File: config.mk
export PLATFORM = sky130hd
export DESIGN_NAME = memory_address_frontend
export DESIGN_NICKNAME = d
export VERILOG_FILES = /design/src/rtl/memory_address_frontend.sv
export SDC_FILE = /design/constraint.sdc
export NUM_CORES = 1
export LEC_CHECK = 0
export BUFFER_PORTS_ARGS = -buffer_cell sky130_fd_sc_hd__buf_2
export CAP_MARGIN = 20
export CORE_ASPECT_RATIO = 1.2
export CORE_MARGIN = 1
export CORE_UTILIZATION = 49
export CTS_BUF_LIST = sky130_fd_sc_hd__clkbuf_16
export DETAILED_ROUTE_END_ITERATION = 6
export PLACE_DENSITY = 0.79
export SLEW_MARGIN = 25
export SYNTH_ARGS = -nofsm -noshare
export SYNTH_HDL_FRONTEND = slang
export SYNTH_SLANG_ARGS = --single-unit
File: constraint.sdc
create_clock -name clk -period 1.7 [get_ports clk]
set_input_delay 0.255 -clock clk [delete_from_list [all_inputs] [get_ports clk]]
set_output_delay 0.255 -clock clk [all_outputs]
set_load 0.05 [all_outputs]
File: src/rtl/memory_address_frontend.sv
`default_nettype none
// ============================================================================
// Module   : memory_address_frontend
// Brief    : MAR plus front-panel manual programming front end for a 16x8 RAM
// Revision : 1.0 - initial release
// ============================================================================
module memory_address_frontend #(
    parameter int DEBOUNCE_CYCLES = 16,
    parameter bit AUTO_INC        = 1'b1
) (
    input  logic       clk,
    input  logic       rst_n,
    input  logic       load_address,
    input  logic [7:0] bus_in,
    input  logic       manual_mode_switch,
    input  logic       write_button,
    input  logic [3:0] address_switches,
    output logic [3:0] address,
    output logic       manual_mode,
    output logic       manual_read
);

    localparam int c_CNT_W = $clog2(DEBOUNCE_CYCLES);
    localparam logic [c_CNT_W-1:0] c_CNT_MAX = c_CNT_W'(DEBOUNCE_CYCLES - 1);

    // Debounce channel index: 0 = mode switch, 1 = write button
    localparam int c_CH_MODE = 0;
    localparam int c_CH_BTN  = 1;

    typedef enum logic [1:0] {
        ST_IDLE  = 2'd0,
        ST_WRITE = 2'd1,
        ST_HOLD  = 2'd2
    } state_t;

    state_t r_state, w_state_next;

    logic [1:0]         r_mode_sync;
    logic [1:0]         r_btn_sync;
    logic [3:0]         r_sw_s1;
    logic [3:0]         r_sw_s2;
    logic [3:0]         r_sw_prev;
    logic [1:0]         r_db;
    logic [c_CNT_W-1:0] r_cnt [2];
    logic               r_btn_db_d;
    logic [3:0]         r_mar;
    logic [3:0]         r_ptr;

    logic [1:0]         w_sync;
    logic [1:0]         w_flip;
    logic               w_mode_rise;
    logic               w_sw_change;
    logic               w_btn_rise;
    logic               w_bus_unused;

    assign w_bus_unused = ^bus_in[7:4];

    always_ff @(posedge clk or negedge rst_n) begin
        if (!rst_n) begin
            r_mode_sync <= '0;
            r_btn_sync  <= '0;
            r_sw_s1     <= '0;
            r_sw_s2     <= '0;
            r_sw_prev   <= '0;
        end else begin
            r_mode_sync <= {r_mode_sync[0], manual_mode_switch};
            r_btn_sync  <= {r_btn_sync[0], write_button};
            r_sw_s1     <= address_switches;
            r_sw_s2     <= r_sw_s1;
            r_sw_prev   <= r_sw_s2;
        end
    end

    assign w_sync[c_CH_MODE] = r_mode_sync[1];
    assign w_sync[c_CH_BTN]  = r_btn_sync[1];

    // A channel flips once it has differed for DEBOUNCE_CYCLES consecutive samples
    always_comb begin
        for (int i = 0; i < 2; i++) begin
            w_flip[i] = (w_sync[i] != r_db[i]) && (r_cnt[i] == c_CNT_MAX);
        end
    end

    always_ff @(posedge clk or negedge rst_n) begin
        if (!rst_n) begin
            r_db <= '0;
            for (int i = 0; i < 2; i++) begin
                r_cnt[i] <= '0;
            end
        end else begin
            for (int i = 0; i < 2; i++) begin
                if (w_sync[i] == r_db[i]) begin
                    r_cnt[i] <= '0;
                end else if (w_flip[i]) begin
                    r_cnt[i] <= '0;
                    r_db[i]  <= w_sync[i];
                end else begin
                    r_cnt[i] <= r_cnt[i] + 1'b1;
                end
            end
        end
    end

    assign w_mode_rise = w_flip[c_CH_MODE] & w_sync[c_CH_MODE];
    assign w_sw_change = (r_sw_s2 != r_sw_prev);
    assign w_btn_rise  = r_db[c_CH_BTN] & ~r_btn_db_d;

    always_ff @(posedge clk or negedge rst_n) begin
        if (!rst_n) begin
            r_btn_db_d <= 1'b0;
            r_mar      <= '0;
            r_ptr      <= '0;
        end else begin
            r_btn_db_d <= r_db[c_CH_BTN];
            if (load_address && !r_db[c_CH_MODE]) begin
                r_mar <= bus_in[3:0];
            end
            // Switch activity wins over the post-write increment
            if (w_mode_rise || w_sw_change) begin
                r_ptr <= r_sw_s2;
            end else if (AUTO_INC && (r_state == ST_WRITE) && r_db[c_CH_MODE]) begin
                r_ptr <= r_ptr + 4'd1;
            end
        end
    end

    always_ff @(posedge clk or negedge rst_n) begin
        if (!rst_n) begin
            r_state <= ST_IDLE;
        end else begin
            r_state <= w_state_next;
        end
    end

    always_comb begin
        w_state_next = r_state;
        case (r_state)
            ST_IDLE:  if (w_btn_rise) w_state_next = ST_WRITE;
            ST_WRITE: w_state_next = ST_HOLD;
            ST_HOLD:  if (!r_db[c_CH_BTN]) w_state_next = ST_IDLE;
            default:  w_state_next = ST_IDLE;
        endcase
        // Leaving manual mode aborts any write sequence and blocks queued presses
        if (!r_db[c_CH_MODE]) begin
            w_state_next = ST_IDLE;
        end
    end

    assign manual_mode = r_db[c_CH_MODE];
    assign manual_read = (r_state == ST_WRITE) & r_db[c_CH_MODE];
    assign address     = r_db[c_CH_MODE] ? r_ptr : r_mar;

endmodule
`default_nettype wire

After elaboration in Yosys (flattened, before gate mapping)
Index checks and enable logic that the tools add are counted.
{ "totals": {"word_cells": 55, "out_inout_bits": 6, "in_bits": 17, "register_bits": 37} }
{ "classes": {"n_eq_ne": 11, "bitwise": 6, "muxes": 11, "n_reduce_logical": 11, "add_sub_neg": 3} }
{ "ops": {"columns": ["operator", "count"], "rows": [
  ["two-way mux 4 bit", 7],
  ["adder 4 x 1 -> 4 bit, second input constant", 3],
  ["equality test 4 bit, second input constant", 2],
  ["two-way mux 2 bit", 3],
  ["!= test 3 bit, second input constant", 2],
  ["one-hot mux 2 bit (3 select lines)", 1],
  ["AND reduction 2 bit", 3],
  ["logical AND 1 bit", 4],
  ["!= test 4 bit", 1],
  ["bitwise AND 1 bit", 3],
  ["NOT 1 bit", 3],
  ["equality test 1 bit", 2],
  ["equality test 2 x 1 -> 1 bit, second input constant", 1],
  ["equality test 2 bit, second input constant", 1],
  ["logical NOT 2 bit", 1],
  ["!= test 1 bit", 2],
  ["nonzero test 2 bit", 1],
  ["logical NOT 1 bit", 1],
  ["logical OR 1 bit", 1]
]} }

Depth between registers and ports, before layout
{ "depth": {"word_depth": 5, "ltp_mapped": 6, "depth_no_buf": 4} }

Worst setup path after synthesis
Ideal clock, no wire load.
{ "synth_timing": {"path_type": "flip-flop to flip-flop", "from": "reg r_db[0]", "to": "reg r_ptr[1]", "setup_ns": 0.125, "n_path_buf": 2, "slack_ns": -0.131, "arrival_time_ns": 1.706, "synth_period_minus_slack_ns": 1.831, "stages_incl_launch_ff": 6, "cell_sequence": "dfrtp_1 -> buf_6 -> and3b_1 -> buf_6 -> mux2_4 -> mux2_4"} }
{ "synth_via": {"elab_chain_cells": 5, "word_cells_on_any_way": 7, "cone_classes": "eq/ne: 1; mux: 1; bitwise: 1; reduce/logical: 4"} }
{ "synth_lines": {"columns": ["item", "line_no", "rtl"], "rows": [
  ["start, declared", "43", "logic [1:0] r_db;"],
  ["start signal, assigned by index", "96", "r_db[i] <= w_sync[i];"],
  ["!= test 1 bit", "80", "w_flip[i] = (w_sync[i] != r_db[i]) && (r_cnt[i] == c_CNT_MAX);"],
  ["logical AND 1 bit", "80", null],
  ["bitwise AND 1 bit", "104", "assign w_mode_rise = w_flip[c_CH_MODE] & w_sync[c_CH_MODE];"],
  ["logical OR 1 bit", "119", "if (w_mode_rise || w_sw_change) begin"],
  ["two-way mux 4 bit or nonzero test 2 bit (tied branches)", null, null],
  ["end signal, assigned", "120", "r_ptr <= r_sw_s2;"],
  ["end signal, assigned", "122", "r_ptr <= r_ptr + 4'd1;"],
  ["end, declared", "47", "logic [3:0] r_ptr;"]
]} }
Parallel ways exist; a longest one is shown, timed or not.
A chain may end at the register's enable or synchronous reset.

Worst setup path after layout
{ "layout_timing": {"from": "reg r_cnt[4] (netlist bit)", "to": "reg r_ptr[3]"} }
{ "layout_via": {"elab_chain_cells": 5, "word_cells_on_any_way": 6, "cone_classes": "eq/ne: 1; mux: 1; bitwise: 1; reduce/logical: 3"} }
{ "layout_lines": {"columns": ["item", "line_no", "rtl"], "rows": [
  ["start, declared", "44", "logic [c_CNT_W-1:0] r_cnt [2];"],
  ["start signal, assigned by index", "98", "r_cnt[i] <= r_cnt[i] + 1'b1;"],
  ["equality test 4 bit (*)", "80", null],
  ["logical AND 1 bit (*)", "80", null],
  ["bitwise AND 1 bit (*)", "104", null],
  ["logical OR 1 bit (*)", "119", null],
  ["two-way mux 4 bit or nonzero test 2 bit (tied branches)", null, null]
]} }
Every way passes the cells marked *; elsewhere a longest branch is shown, timed or not.

==> metrics.md <==
| Metric | Value |
|---|---|
| Cell area power density | 1294 nW/um^2 |
| Routed wire length | 2138 um |
| Netlist cell types | 27 |
| CP required | 1.86 ns |
| Fmax | 613.3 MHz |
| Yosys reg bits | 37 |
| Die ar. | 3129 um^2 |
| Total power | 2.283 mW |
| Vias per cell | 5.201 |
| Port Buffers | 18 |
| Crit Path Max Fanout | 4 |
| Status | finished clean |
| Clk buf depth | 2 |
| Sink Count | 37 |
| Max Cap Viol | 0 |
| Post-synth EDFFs | 0 |
| Grt total ovfl | 0 |
| TritonCTS buffer count | 5 |
| Initial antenna violation count | 0 |
| Synthesized area per cell | 14.69 um^2 |
| Critical path class | reg2reg |
| Largest net degree at the start of global routing | 33 |
| Post-Syn Nets | 117 |
| Core Rows | 21 |
| Final setup vio count | 0 |
| Ys flop type | dfrtp_1 |
| # IOs | 23 |
| Critical Path End Type | flop |
| Layout Nets | 144 |
| Antenna fix cells | 0 |
| Least-Margin Pin Slew | 0.3879 ns |
| Critical path, cell by cell | ha_2 > and3_1 > a31oi_1 > buf_4 > mux2_2 |
| Global-route wire length before repair | 3553 um |
| Drt pass-1 iters | 4 |
| Placed Area | 1551 um^2 |
| Fin crit period | 1.631 ns |
| Vias in the first global route | 866 |
| Worst Hold Class | in2reg |
| Relative slew slack | 74.14% |
| Setup tns final | 0 ns |
| Peak supply drop | 1.361 mV |
| Final Hold Vio Count | 0 |
| Ys Warns | 0 |
| Register area | 927.1 um^2 |
| Post-Route Skew | 0.003990 ns |
| DRC violations left | 0 |
| Mapped Area | 1425 um^2 |
| Mapped Cells | 97 |
| Register area share after synthesis | 64.97% |
| Period utilisation layout | 95.92% |
| Share of cells above drive strength 1 | 36.80% |
| Area Growth Syn to Fin | 23.79% |
| Worst path slowest cell | dfrtp_1 |
| Vias | 827 |
| Remaining antenna violation count | 0 |
| Starting Density | 51.17% |
| Fin area | 1764 um^2 |
| Setup slack, reg-to-reg | 0.07 ns |
| Top delay family on crit path | flip-flops |
| H-tree levels | 2 |
| Routed length per placed instance | 13.45 um |
| RSZ-0062 raised after global routing | false |
| GRT Total Usage | 16.66% |
| Chip width | 51.23 um |
| Clk root buf | clkbuf_16 |
| TritonCTS clock tree | yes |
| Global placement routability congestion | 0.6861 |
| Fill cells | 229 |
| Hpwl dp | 1466 um |
| CP arrival | 1.79 ns |
| Lkg Pwr | 0.8000 nW |
| Worst-path clk slew | 0.05 ns |
| CP bufs+invs | 1 |
| Worst-Skew Late Latency | 0.27 ns |
| Startpoint Class | flop |
| Die Y-Extent | 61.08 um |
| Async set or reset register ratio after synthesis | 100.0% |
| Multi-input gate area | 471.7 um^2 |
| CP peak stage delay | 0.40 ns |
| Layout Utilization | 63.34% |
| DR iter-0 viols | 23 |
| Max Slew Vio Count | 0 |
| Area of the core | 2785 um^2 |
[what timing repair did]
action,4_1_cts,5_1_grt
buffers inserted,0,1
endpoints found under the setup margin,3,4
hold buffers,1,0
gates cloned,0,0
gates resized for setup,1,1
endpoints found under the hold margin,5,0
[where the power goes]
group | switching, mW | total, mW | internal (mW)
Sequential | 0.0341 | 0.964 | 0.930
Combinational | 0.0874 | 0.163 | 0.0761
Clock | 0.320 | 1.16 | 0.836
Total | 0.441 | 2.28 | 1.84
[cell families after synthesis]
family,after synthesis,synth area share [%]
AO/OA/AOI/OAI,9,3.775
XOR/XNOR,11,6.760
adder cells (fa/ha/maj),3,2.634
buffers and inverters,4,2.107
flip-flops,37,64.97
multiplexers,14,11.59
AND/OR/NAND/NOR,19,8.166
[Yosys cell counts (2+ instances only)]
cell type / n / area share (%)
o21ai_0: 2 / 0.70
inv_1: 2 / 0.53
nor2_1: 2 / 0.53
a21oi_1: 3 / 1.1
mux2_2: 12 / 9.5
dfrtp_1: 37 / 65
a31oi_1: 2 / 0.88
nand2b_1: 2 / 0.88
buf_6: 2 / 1.6
xnor2_1: 10 / 6.1
mux2_4: 2 / 2.1
ha_1: 3 / 2.6
nand4_1: 2 / 0.88
nand2_1: 2 / 0.53
nor2b_1: 2 / 0.88
[placed cells by master, fill, tap and decap left out, drive strengths merged]
cell type / Yosys / final
dfrtp: 37 / 37
buf: 2 / 20
mux2: 14 / 14
xnor2: 10 / 10
clkbuf: 0 / 6
a21oi: 3 / 3
ha: 3 / 3
nor2: 2 / 2
nor2b: 2 / 2
inv: 2 / 2
o21ai: 2 / 2
a31oi: 2 / 2
nand2: 2 / 2
nand4: 2 / 2
nand2b: 2 / 2
bufinv: 0 / 2
nand3: 1 / 1
nor3b: 1 / 1
and3b: 1 / 1
and3: 1 / 1
nor3: 1 / 1
nand4b: 1 / 1
a21o: 1 / 1
a311oi: 1 / 1
and2b: 1 / 1
nand3b: 1 / 1
xor2: 1 / 1
nor4: 1 / 1
clkinv: 0 / 1
dlygate4sd3: 0 / 1
[final cells by class]
cell class / count / area share, %
flip-flops and latches: 37 / 52.55
multi-input cells: 56 / 26.74
clock buffers: 5 / 7.092
repair buffers: 22 / 7.092
clock inverters: 3 / 3.688
well taps: 34 / 2.411
inverters: 2 / 0.4255
[sequential cells by signal (all words and copies together), names as in the netlist, 4 cells and up]
signal / cells
r_cnt: 8
r_mar: 4
r_ptr: 4
r_sw_prev: 4
r_sw_s1: 4
r_sw_s2: 4
[metal layers]
layer	vias to the layer above	track usage (%)	share of wire (%)	wire [um]
li1	391	-	-	-
met1	403	17.02	40	863
met2	25	29.32	52	1117
met3	8	4.444	4.3	91
met4	0	12.74	3.1	66
met5	-	0	0	0
[metrics by stage]
step           hold slack, ns  setup slack [ns]  instances
4_1_cts               0.07803           0.03545        158
3_3_place_gp          0.08006           0.09010        149
5_1_grt               0.07563           0.01127        159
2_1_floorplan        -0.04059          0.007803         97
6_report              0.08242           0.06935        159
3_5_place_dp          0.08248           0.05120        149
[path summary, 6_finish.rpt]
path	from	end	cells after the start
worst max-delay path	r_cnt[4]	r_ptr[3]	5
worst min-delay path	address_switches[2]	r_sw_s1[2]	1
worst max register to register	r_cnt[4]	r_ptr[3]	5
worst min register to register	r_sw_s1[1]	r_sw_s2[1]	0
max in group asynchronous	rst_n	r_db[0]	3
min in group asynchronous	rst_n	r_ptr[1]	2
Power figures use the tool's default switching activity.
